### config.mk
export PLATFORM = sky130hd
export DESIGN_NAME = mxu_seq_ctrl
export DESIGN_NICKNAME = d
export VERILOG_FILES = /design/src/rtl/mxu_pkg.sv /design/src/rtl/mxu_valid_dly.sv /design/src/rtl/mxu_seq_ctrl.sv
export SDC_FILE = /design/constraint.sdc
export NUM_CORES = 1
export LEC_CHECK = 0
export ABC_AREA = 0
export ABC_CLOCK_PERIOD_IN_PS = 1800
export BUFFER_PORTS_ARGS = -buffer_cell sky130_fd_sc_hd__buf_2
export CAP_MARGIN = 15
export CORE_ASPECT_RATIO = 1.2
export CORE_UTILIZATION = 40
export DETAILED_ROUTE_END_ITERATION = 8
export GPL_ROUTABILITY_DRIVEN = 0
export PLACE_DENSITY = 0.52
export SKIP_CTS_REPAIR_TIMING = 1
export SYNTH_ARGS = -nofsm -noshare
export SYNTH_HDL_FRONTEND = slang
export SYNTH_SLANG_ARGS = --single-unit
export TNS_END_PERCENT = 1
### constraint.sdc
create_clock -name clk -period 1.8 [get_ports clk]
set_input_delay 0.09 -clock clk [delete_from_list [all_inputs] [get_ports clk]]
set_output_delay 0.09 -clock clk [all_outputs]
set_load 0.02 [all_outputs]
### src/rtl/mxu_pkg.sv
// Shared constants, FSM state encoding and helpers for the systolic-array sequencer.
// The optional MXU_CTRL_WEIGHT_SKIP_EN macro is consumed by mxu_seq_ctrl, not here.
package mxu_pkg;

    localparam int ARRAY_DIM  = 32;
    localparam int VEC_CNT_BW = 16;
    // Skew in plus deskew out across the square array.
    localparam int PIPE_LAT   = 2 * ARRAY_DIM;
    localparam int ROW_W      = $clog2(ARRAY_DIM);
    // One extra bit so the row counter can sit at ARRAY_DIM after the last issue.
    localparam int RCNT_W     = ROW_W + 1;

    typedef logic [2:0] state_t;

    localparam state_t IDLE   = 3'd0;
    localparam state_t LOAD_W = 3'd1;
    localparam state_t STREAM = 3'd2;
    localparam state_t DRAIN  = 3'd3;
    localparam state_t FIN    = 3'd4;

    function automatic logic [ARRAY_DIM-1:0] row_onehot(input logic [ROW_W-1:0] r);
        row_onehot    = '0;
        row_onehot[r] = 1'b1;
    endfunction

endpackage

### src/rtl/mxu_valid_dly.sv
// Fixed-depth shift register carrying a valid bit and an index alongside it.
// Used for the 1-cycle read-data alignment and the array pipeline latency.
module mxu_valid_dly #(
    parameter int DEPTH = 1,
    parameter int W     = 16
) (
    input  logic         clk,
    input  logic         rstn,
    input  logic         in_valid,
    input  logic [W-1:0] in_idx,
    output logic         out_valid,
    output logic [W-1:0] out_idx
);

    logic [DEPTH-1:0] vld_reg;
    logic [W-1:0]     idx_reg [DEPTH];

    always_ff @(posedge clk) begin
        if (!rstn) begin
            vld_reg <= '0;
            for (int i = 0; i < DEPTH; i++) begin
                idx_reg[i] <= '0;
            end
        end else begin
            vld_reg[0] <= in_valid;
            idx_reg[0] <= in_idx;
            for (int i = 1; i < DEPTH; i++) begin
                vld_reg[i] <= vld_reg[i-1];
                idx_reg[i] <= idx_reg[i-1];
            end
        end
    end

    assign out_valid = vld_reg[DEPTH-1];
    assign out_idx   = idx_reg[DEPTH-1];

endmodule

### src/rtl/mxu_seq_ctrl.sv
// Weight-load / vector-stream / result-drain sequencer for the 32x32 systolic array.
// Define MXU_CTRL_WEIGHT_SKIP_EN to let keep_w=1 reuse weights from the last completed load.
module mxu_seq_ctrl
    import mxu_pkg::*;
(
    input  logic                  clk,
    input  logic                  rstn,
    input  logic                  start,
    input  logic [VEC_CNT_BW-1:0] num_vec,
    input  logic                  keep_w,
    output logic                  busy,
    output logic                  done,
    output logic                  w_rd_en,
    output logic [ROW_W-1:0]      w_rd_addr,
    output logic [ARRAY_DIM-1:0]  we_rl_row,
    output logic                  d_rd_en,
    output logic [VEC_CNT_BW-1:0] d_rd_addr,
    output logic                  din_valid,
    output logic                  out_valid,
    output logic [VEC_CNT_BW-1:0] out_addr
);

    localparam logic [RCNT_W-1:0] ROW_LAST = RCNT_W'(ARRAY_DIM - 1);
    localparam logic [RCNT_W-1:0] ROW_END  = RCNT_W'(ARRAY_DIM);

    state_t                  state_reg, state_next;
    logic [RCNT_W-1:0]       row_reg, row_next;
    logic [VEC_CNT_BW-1:0]   vec_reg, vec_next;
    logic [VEC_CNT_BW-1:0]   last_reg, last_next;
    logic                    zero_reg, zero_next;
    logic                    skip_load;

    logic                    busy_reg, done_reg;
    logic                    w_rd_en_reg, w_rd_en_next;
    logic [ROW_W-1:0]        w_rd_addr_reg, w_rd_addr_next;
    logic [ARRAY_DIM-1:0]    we_rl_row_reg;
    logic                    d_rd_en_reg, d_rd_en_next;
    logic [VEC_CNT_BW-1:0]   d_rd_addr_reg, d_rd_addr_next;
    logic [VEC_CNT_BW-1:0]   din_idx;

`ifdef MXU_CTRL_WEIGHT_SKIP_EN
    logic w_valid_reg;

    // Empty commands always take the load path so they terminate through LOAD_W.
    assign skip_load = keep_w && w_valid_reg && (num_vec != '0);

    always_ff @(posedge clk) begin
        if (!rstn) begin
            w_valid_reg <= 1'b0;
        end else if (state_reg == LOAD_W && state_next != LOAD_W) begin
            w_valid_reg <= 1'b1;
        end
    end
`else
    logic unused_keep_w;

    assign unused_keep_w = keep_w;
    assign skip_load     = 1'b0;
`endif

    always_comb begin
        state_next     = state_reg;
        row_next       = row_reg;
        vec_next       = vec_reg;
        last_next      = last_reg;
        zero_next      = zero_reg;
        w_rd_en_next   = 1'b0;
        w_rd_addr_next = '0;
        d_rd_en_next   = 1'b0;
        d_rd_addr_next = '0;
        case (state_reg)
            IDLE: begin
                if (start) begin
                    last_next  = num_vec - VEC_CNT_BW'(1);
                    zero_next  = (num_vec == '0);
                    row_next   = '0;
                    vec_next   = '0;
                    state_next = skip_load ? STREAM : LOAD_W;
                end
            end
            LOAD_W: begin
                if (row_reg < ROW_END) begin
                    w_rd_en_next   = 1'b1;
                    w_rd_addr_next = row_reg[ROW_W-1:0];
                    row_next       = row_reg + RCNT_W'(1);
                end
                // With no vectors, finish only once the last reload strobe has gone out.
                if (!zero_reg && row_reg == ROW_LAST) begin
                    state_next = STREAM;
                end else if (zero_reg && row_reg == ROW_END && !w_rd_en_reg) begin
                    state_next = FIN;
                end
            end
            STREAM: begin
                d_rd_en_next   = 1'b1;
                d_rd_addr_next = vec_reg;
                if (vec_reg == last_reg) begin
                    state_next = DRAIN;
                end else begin
                    vec_next = vec_reg + VEC_CNT_BW'(1);
                end
            end
            DRAIN: begin
                if (out_valid && out_addr == last_reg) begin
                    state_next = FIN;
                end
            end
            FIN: begin
                state_next = IDLE;
            end
            default: begin
                state_next = IDLE;
            end
        endcase
    end

    always_ff @(posedge clk) begin
        if (!rstn) begin
            state_reg     <= IDLE;
            row_reg       <= '0;
            vec_reg       <= '0;
            last_reg      <= '0;
            zero_reg      <= 1'b0;
            busy_reg      <= 1'b0;
            done_reg      <= 1'b0;
            w_rd_en_reg   <= 1'b0;
            w_rd_addr_reg <= '0;
            we_rl_row_reg <= '0;
            d_rd_en_reg   <= 1'b0;
            d_rd_addr_reg <= '0;
        end else begin
            state_reg     <= state_next;
            row_reg       <= row_next;
            vec_reg       <= vec_next;
            last_reg      <= last_next;
            zero_reg      <= zero_next;
            busy_reg      <= (state_next != IDLE);
            done_reg      <= (state_next == FIN);
            w_rd_en_reg   <= w_rd_en_next;
            w_rd_addr_reg <= w_rd_addr_next;
            // Weight buffer data arrives one cycle after its address.
            we_rl_row_reg <= w_rd_en_reg ? row_onehot(w_rd_addr_reg) : '0;
            d_rd_en_reg   <= d_rd_en_next;
            d_rd_addr_reg <= d_rd_addr_next;
        end
    end

    mxu_valid_dly #(
        .DEPTH (1),
        .W     (VEC_CNT_BW)
    ) u_din_dly (
        .clk       (clk),
        .rstn      (rstn),
        .in_valid  (d_rd_en_reg),
        .in_idx    (d_rd_addr_reg),
        .out_valid (din_valid),
        .out_idx   (din_idx)
    );

    mxu_valid_dly #(
        .DEPTH (PIPE_LAT),
        .W     (VEC_CNT_BW)
    ) u_out_dly (
        .clk       (clk),
        .rstn      (rstn),
        .in_valid  (din_valid),
        .in_idx    (din_idx),
        .out_valid (out_valid),
        .out_idx   (out_addr)
    );

    assign busy      = busy_reg;
    assign done      = done_reg;
    assign w_rd_en   = w_rd_en_reg;
    assign w_rd_addr = w_rd_addr_reg;
    assign we_rl_row = we_rl_row_reg;
    assign d_rd_en   = d_rd_en_reg;
    assign d_rd_addr = d_rd_addr_reg;

endmodule
# After elaboration in Yosys (flattened, before gate mapping)

Memory sizes are Yosys's and may differ from the RTL's.
Index checks and enable logic that the tools add are counted.
Widths: inputs -> output; s select.

Latch bits: 0
Bits of input ports: 20
RAM bits: 1040
Register bits: 164
Bits in read-only memories: 0
Memories: 2
Logic and storage cells: 201

Divide/modulo/power cells: 0
Add/sub/neg operators: 3
Eq/ne operators: 11
Reductions and logical operators: 20
Bitwise gates (word level): 64
Order comparisons: 3
Multiply operators: 0
Shift-type cells: 0
Muxes and demuxes: 84

Memories:

| memory            | depth | width | read ports | clocked after memory_dff | write ports | line                | RTL |
|---|---|---|---|---|---|---|---|
| u_out_dly.idx_reg | 64    | 16    | 64         | 0                        | 64          | mxu_valid_dly.sv:16 | `logic [W-1:0] idx_reg [DEPTH];` |
| u_din_dly.idx_reg | 1     | 16    | 1          | 0                        | 1           | mxu_valid_dly.sv:16 |  |

Operators with widths:

| operator              | count |
|---|---|
| $mux 16               | 67 |
| $or 1x1->1            | 64 |
| $eq 16x16->1          | 2 |
| $pmux 16 s2           | 1 |
| $add 16x1->16 const B | 1 |
| $logic_not 16->1      | 1 |
| $reduce_or 16->1      | 1 |
| $sub 16x1->16 const B | 1 |
| $mux 3                | 5 |
| $mux 6                | 2 |
| $pmux 3 s4            | 1 |
| $pmux 6 s2            | 1 |
| $reduce_and 3->1      | 3 |
| $reduce_and 2->1      | 4 |
| $add 6x1->6 const B   | 1 |
| $eq 3x2->1 const B    | 2 |
| $eq 6x5->1 const B    | 1 |
| $eq 6x6->1 const B    | 1 |
| $lt 5x6->1 const B    | 1 |
| $lt 6x6->1 const B    | 1 |
| $mux 1                | 6 |
| $ne 2x2->1 const B    | 3 |
| $demux 1 s5           | 1 |
| $ge 5x1->1 const B    | 1 |
| 7 further kinds       | 13 |

# Depth between registers and ports, before layout

Gate-level depths: netlist (run 1).

Depth in word-level cells: 7
Mapped depth: 8
Gate-level depth less buffers: 8

# By module

Synthesis (run 1) repeated with hierarchy kept, for this count alone.

Cell total of the unflattened synthesis: 2783
Area, all modules: 33835.0 um^2

Modules (own cells, without submodules):

| module                    | cells each | times used | area each (um^2) |
|---|---|---|---|
| mxu_valid_dly (u_out_dly) | 2312       | 1          | 29330.6 |
| mxu_seq_ctrl              | 436        | 1          | 4030.1 |
| mxu_valid_dly (u_din_dly) | 35         | 1          | 474.2 |

# Worst setup path after synthesis (run 1)

OpenSTA, ideal clock, no wires.

Kind: flip-flop to flip-flop
Start point: register last_reg[13]
End point: register vec_reg[4]
Period minus slack after synthesis: 1548 ps
Data required time: 1730 ps
Arrival time: 1478 ps
Buffers on the path: 2
Cell stages (with the launch flop): 9
Setup slack: 252 ps
Cells stage by stage: dfxtp_1 -> xor2_1 -> nor4_1 -> nand4_1 -> nor2_2 -> buf_6 -> buf_6 -> o21ai_1 -> a21oi_1

Cells in the longest elaborated chain, start to end: 3

Ends and longest elaborated chain:

| what                       | line                | RTL |
|---|---|---|
| start: declaration         | mxu_seq_ctrl.sv:29  | `logic [VEC_CNT_BW-1:0] last_reg, last_next;` |
| start signal: assignment   | mxu_seq_ctrl.sv:135 | `last_reg <= last_next;` |
| $eq 16x16->1               | mxu_seq_ctrl.sv:97  | `if (vec_reg == last_reg) begin` |
| $ne 2x2->1 (no line)       | -                   |  |
| $reduce_and 3->1 (no line) | -                   |  |
| end signal: assignment     | mxu_seq_ctrl.sv:134 | `vec_reg <= vec_next;` |
| end: declaration           | mxu_seq_ctrl.sv:28  | `logic [VEC_CNT_BW-1:0] vec_reg, vec_next;` |

Every way passes these cells.
A chain may end at the register's enable or synchronous reset.

# Final worst setup path (run 1)

Start point: input port num_vec[0]
End point: register last_reg[6]

Cells in the longest elaborated chain, start to end: 1

Ends and longest elaborated chain:

| what               | line               | RTL |
|---|---|---|
| start: declaration | mxu_seq_ctrl.sv:9  | `input logic [VEC_CNT_BW-1:0] num_vec,` |
| $sub 16x1->16      | mxu_seq_ctrl.sv:74 | `last_next = num_vec - VEC_CNT_BW'(1);` |

Every way passes these cells.

==> flow_summary.ini, run 1 <==
[status]
status = complete, no violations

[sta]
tightest_slew_ns = 0.525
min_period_ns = 1.74
maxSlewHeadroom = 0.649
skew_ns = 0.0308
hold_violations = 0
fin_crit_sh = 0.966
setup_viol = 0
fin_ws_ns = 0.0616
fmax_mhz = 575
rsz0062_at_grt = true
finalMaxSlewViolations = 0
tns_ns = 0

[power]
switching_share = 0.201
power_leakage_uw = 0.0164
p_clk_frac = 0.463
p_sw_uw = 10300
powerDensity_mw_per_mm2 = 1300
power_frac_seq = 0.522
pwr-share-comb = 0.015
peakVddDrop_mv = 0.732
intPower_uw = 40900

[die]
start_util = 0.403
core_area_mm2 = 0.0833
rows = 116
io_pins = 95
chipHeight_um = 320
die-area_mm2 = 0.0852
fp.dieW_um = 267

[finish]
fin_util = 0.472
post_route_cells_drive_above_1_share = 0.113
area_delta_synth_final_pct = 16.9
nets = 2902
final_common_cell = dfxtp_1
fill_cells = 7596
final_cell_mix = 1,196 x dfxtp_1, 1,123 x and2_1, 115 x clkbuf_16, 92 x buf_2, 47 x nor2_1
antennaDiodeCount = 0
largest_reg_flops = 1024

[clocking]
cts.clk_slew.worst_paths_ns = 0.06
cts_root_buffer = clkbuf_16
clockBufferDepth = 3
cts_made_buffers = 114
cts_max_level = 3
insertion_delay_ns = 0.66
clkSinkCount = 1204
cts_tree = built

[worst_setup_path]
worst_ep_required_time_ns = 2.36
start_kind = primary input
endpoint_kind = flop
cpLargestDelayFamily = buffers and inverters
critPathBufInv = 5
critPathKind = primary input to flop
cp_slowest_stage_delay_ns = 0.55
crit_chain = dlygate4sd3_1 > buf_2 > inv_1 > ha_1 > nor3b_2 > buf_4 > nand2_1 > nand2_1 > dlygate4sd3_1 > nand3_1 > o211a_1
worst_path_max_delay_cell = dlygate4sd3_1
crit_fanout = 4
crit_arrival_ns = 2.30

[global_route]
grt_pass1_vias = 17300
track_usage = 0.115
grt_pass1_wl_mm = 82.1
antenna_found_initial = 0
overflow = 0
grt_max_degree = 171

[synth]
yosysWarnings = 0
ys_seq_elements = 1204
yosys.cell_types.count = 47
async_flop_share = 0
synth_nets = 2797
synth_ff_type = dfxtp_1
synth.avg_cell_area_um2 = 12.1
synth_edf_count = 0
seq_area_frac_synth = 0.717
syn_inst = 2773
synth_area_mm2 = 0.0336

[placement]
pre_cts_ws_ns = 0.0286
dp_hpwl_mm = 26.2
io_buffers = 93

[hold_path]
hold_path_class = primary input to flop

[route]
wl_mm = 48.0
drc_errors = 0
ant_nets = 0
vias_per_cell = 4.23
dr.pass1.iters = 4
drtIter0Drc = 752
vias = 17300
wl_per_cell_um = 11.7

[flow_run]
drv_cap = 0
kinds of logic (layout without fill, tap and decap cells):
family / count (synthesis) / in the layout / share of synthesized area
XOR/XNOR: 46 / 46 / 0.0120
AO/OA/AOI/OAI: 57 / 57 / 0.0108
buffers and inverters: 160 / 360 / 0.0204
multiplexers: 2 / 2 / 0.000633
adder cells (fa/ha/maj): 4 / 4 / 0.00149
AND/OR/NAND/NOR: 1300 / 1300 / 0.238
flip-flops: 1204 / 1204 / 0.717
metal layers:
metal  track usage  wire length (µm)  vias up
met4        0.0559              1630        0
met2         0.182             21300      300
li1              -                 -     8750
met1         0.148             22900     8164
met5             0                 0        -
met3        0.0242              2140      117
tightest hold or removal path: stages:
cell and delay, ns:
buf_2 0.11, nor4_2 0.07, nand2_1 0.08, xor2_1 0.07, nand2_1 0.09, o211a_1 0.14
final timing paths:
path                             start                        end  slack [ns]  cells after the start
max reg2reg               last_reg[13]                 vec_reg[5]        0.06                      7
min                         num_vec[3]                last_reg[7]        0.02                      6
min reg2reg  u_out_dly.idx_reg[0][467]  u_out_dly.idx_reg[0][483]        0.41                      1
max                         num_vec[0]                last_reg[6]        0.06                     11
synthesized netlist by cell type (2+ instances only):
cell	number	area share
and3_1	11	0.0020
buf_2	3	0.00045
o211a_1	9	0.0027
or3_1	11	0.0020
o21a_1	4	0.00089
dfxtp_1	1204	0.72
and2_1	1124	0.21
o211ai_1	3	0.00067
nand4_1	13	0.0024
o22ai_1	2	0.00037
a31oi_1	2	0.00037
and4_1	2	0.00052
buf_4	16	0.0036
nor4_1	6	0.0011
inv_1	5	0.00056
nor4b_1	2	0.00052
or4_1	5	0.0011
buf_6	3	0.0010
a21oi_1	18	0.0027
nor3_1	12	0.0018
nand3_1	13	0.0019
nor2_2	2	0.00037
xor2_1	16	0.0042
nand2b_1	3	0.00056
nand3b_1	5	0.0011
xnor2_1	30	0.0078
o21ai_0	10	0.0015
nor2_1	47	0.0052
ha_1	4	0.0015
nand4b_1	2	0.00052
nor2b_1	7	0.0013
clkbuf_1	132	0.015
o21ai_1	6	0.00089
nand2_1	28	0.0031
through the flow:
stage / total power [µW] / std cells / instance area [µm²] / hold slack [ns]
detailed placement: 28100 / 3864 / 35200 / 0.417
floorplan: 27800 / 2773 / 33600 / 0.210
CTS: 52000 / 4075 / 39100 / -0.280
global placement: 28100 / 3864 / 35200 / 0.413
global route: 53400 / 4094 / 39300 / 0.0172
finish: 51200 / 4094 / 39300 / 0.0182
layout make-up:
cell class | count | area [µm²] | share of cell area
Tap cell | 1121 | 1400 | 0.0357
Clock buffer | 181 | 3550 | 0.0902
Sequential cell | 1204 | 24100 | 0.614
Multi-Input combinational cell | 1409 | 8850 | 0.225
Timing Repair Buffer | 144 | 1030 | 0.0262
Inverter | 5 | 18.8 | 0.000478
Clock inverter | 30 | 332 | 0.00844
power by group through the flow:
stage | Clock [µW] | Combinational [µW] | Sequential [µW]
final | 23700 | 748 | 26800
after global placement | 0 | 716 | 27300
after CTS | 24500 | 724 | 26700
after floorplan | 0 | 476 | 27300
after global routing | 25800 | 848 | 26700
after detailed placement | 0 | 722 | 27300
(Power assumes the default switching activity.)
==> run 2: changes to the inputs <==
--- a/config.mk
+++ b/config.mk
@@ -11,6 +11,7 @@
 export CAP_MARGIN = 15
 export CORE_ASPECT_RATIO = 1.2
 export CORE_UTILIZATION = 40
+export CTS_CLUSTER_SIZE = 14
 export DETAILED_ROUTE_END_ITERATION = 8
 export GPL_ROUTABILITY_DRIVEN = 0
 export PLACE_DENSITY = 0.52
==> constraint.sdc (replaced) <==
create_clock -name clk -period 1.8 [get_ports clk]
set_input_delay 0.18 -clock clk [delete_from_list [all_inputs] [get_ports clk]]
set_output_delay 0.18 -clock clk [all_outputs]
set_load 0.02 [all_outputs]
==> run 2 against run 1 <==
Against the previous run:
- the flow now finishes with violations (setup timing)
- die area is the same
- wire length grew 0.76%
- via count grew 0.47%
- worst setup slack lost 0.070 ns
- clock power grew 2%
- critical endpoint is now vec_reg[5]
- final cell count is essentially flat
- global-route usage grew 0.11 points
- clock-buffer cell count shrank 9
- core utilization is essentially flat
- critical path depth shrank 4
==> flow_summary.ini, run 2 (same netlist as run 1, synthesis figures left out) <==
[finish]
fin_util = 0.472
final_common_cell = dfxtp_1
post_route_cells_drive_above_1_share = 0.113
final_cell_mix = 1,197 x dfxtp_1, 1,123 x and2_1, 117 x clkbuf_16, 92 x buf_2, 47 x nor2_1
nets = 2903
antennaDiodeCount = 0
largest_reg_flops = 1024
area_delta_synth_final_pct = 16.9

[clocking]
insertion_delay_ns = 0.67
cts_root_buffer = clkbuf_16
cts_made_buffers = 115
cts.clk_slew.worst_paths_ns = 0.07
clockBufferDepth = 3
cts_tree = built
cts_max_level = 3
clkSinkCount = 1204

[die]
io_pins = 95
rows = 116
core_area_mm2 = 0.0833
start_util = 0.403
fp.dieW_um = 267
die-area_mm2 = 0.0852
chipHeight_um = 320

[route]
wl_per_cell_um = 11.8
dr.pass1.iters = 5
vias_per_cell = 4.25
wl_mm = 48.4
drtIter0Drc = 790
vias = 17400
ant_nets = 0
drc_errors = 0

[sta]
fin_ws_ns = -0.00806
hold_violations = 0
finalMaxSlewViolations = 0
fin_crit_sh = 1.00
maxSlewHeadroom = 0.588
tightest_slew_ns = 0.617
skew_ns = 0.0280
min_period_ns = 1.81
rsz0062_at_grt = true
fmax_mhz = 553
setup_viol = 1

[worst_setup_path]
worst_path_max_delay_cell = dfxtp_2
critPathKind = flop to flop
crit_chain = xor2_1 > nor4_1 > nand3_1 > nor2_4 > buf_6 > nor3_1 > o21a_1
start_kind = flop
crit_fanout = 13
cpLargestDelayFamily = simple AND/OR/NAND/NOR gates
critPathBufInv = 1
worst_ep_required_time_ns = 2.35
endpoint_kind = flop
crit_arrival_ns = 2.36
cp_slowest_stage_delay_ns = 0.35

[global_route]
track_usage = 0.116
grt_pass1_wl_mm = 83.0
overflow = 0
antenna_found_initial = 0
grt_max_degree = 184
grt_pass1_vias = 17300

[power]
power_leakage_uw = 0.0164
peakVddDrop_mv = 0.822
powerDensity_mw_per_mm2 = 1310

[placement]
dp_hpwl_mm = 26.4
pre_cts_ws_ns = -0.0622
io_buffers = 93

[hold_path]
hold_path_class = primary input to flop

[status]
violations = setup timing
status = finished, violations left

[flow_run]
drv_cap = 0
[run 2: changes by cell type in the layout (fill, tap and decap cells not counted), sizes merged]
cell and delta:
clkinv +6, buf +3, clkbuf -9, dlygate4sd3 -3, inv -2, bufinv +6
[run 2: final timing paths]
| kind | from | endpoint | slack, ns | depth (start not counted) |
|---|---|---|---|---|
| worst min-delay path | num_vec[4] | last_reg[4] | 0.02 | 4 |
| worst min register to register | u_out_dly.idx_reg[0][435] | u_out_dly.idx_reg[0][451] | 0.41 | 1 |
| worst max-delay path | vec_reg[8] | vec_reg[5] | -0.008 | 7 |
| worst max register to register | vec_reg[8] | vec_reg[5] | -0.008 | 7 |
[run 2: final cells by class]
| class | count | area (µm²) |
|---|---|---|
| inverters | 5 | 18.8 |
| well taps | 1121 | 1400 |
| repair buffers | 144 | 993 |
| clock inverters | 40 | 493 |
| fillers | 7632 | 44000 |
| flip-flops and latches | 1204 | 24100 |
| clock buffers | 172 | 3420 |
| multi-input cells | 1409 | 8850 |
[run 2: through the flow]
stage               setup TNS [ns]  hold WS (ns)  cells  total power, µW  cell area, µm²
floorplan                        0         0.300   2773            27800           33600
global placement                 0         0.413   3867            28100           35200
detailed placement          -0.252         0.417   3867            28100           35200
CTS                         -0.433        -0.181   4079            52400           39100
global route                 -1.09       0.00913   4095            53700           39300
finish                    -0.00806        0.0234   4095            51600           39300
[run 2: tightest hold or removal path, delay by kind of cell]
kind	cells	cell delay (ns)
buf+inv	1	0.13
simple gates	1	0.08
xor+xnor	1	0.11
compound gates	1	0.13
[run 2: power by group]
group	switching [µW]	total, µW	internal (µW)
clock network	9670	24100	14400
registers	58.5	26800	26700
logic	482	731	249
total	10200	51600	41400
[run 2: per-layer routing]
layer | track usage | share of wire
met1 | 0.150 | 0.47
met2 | 0.181 | 0.45
met3 | 0.0253 | 0.046
met4 | 0.0584 | 0.035
met5 | 0 | 0
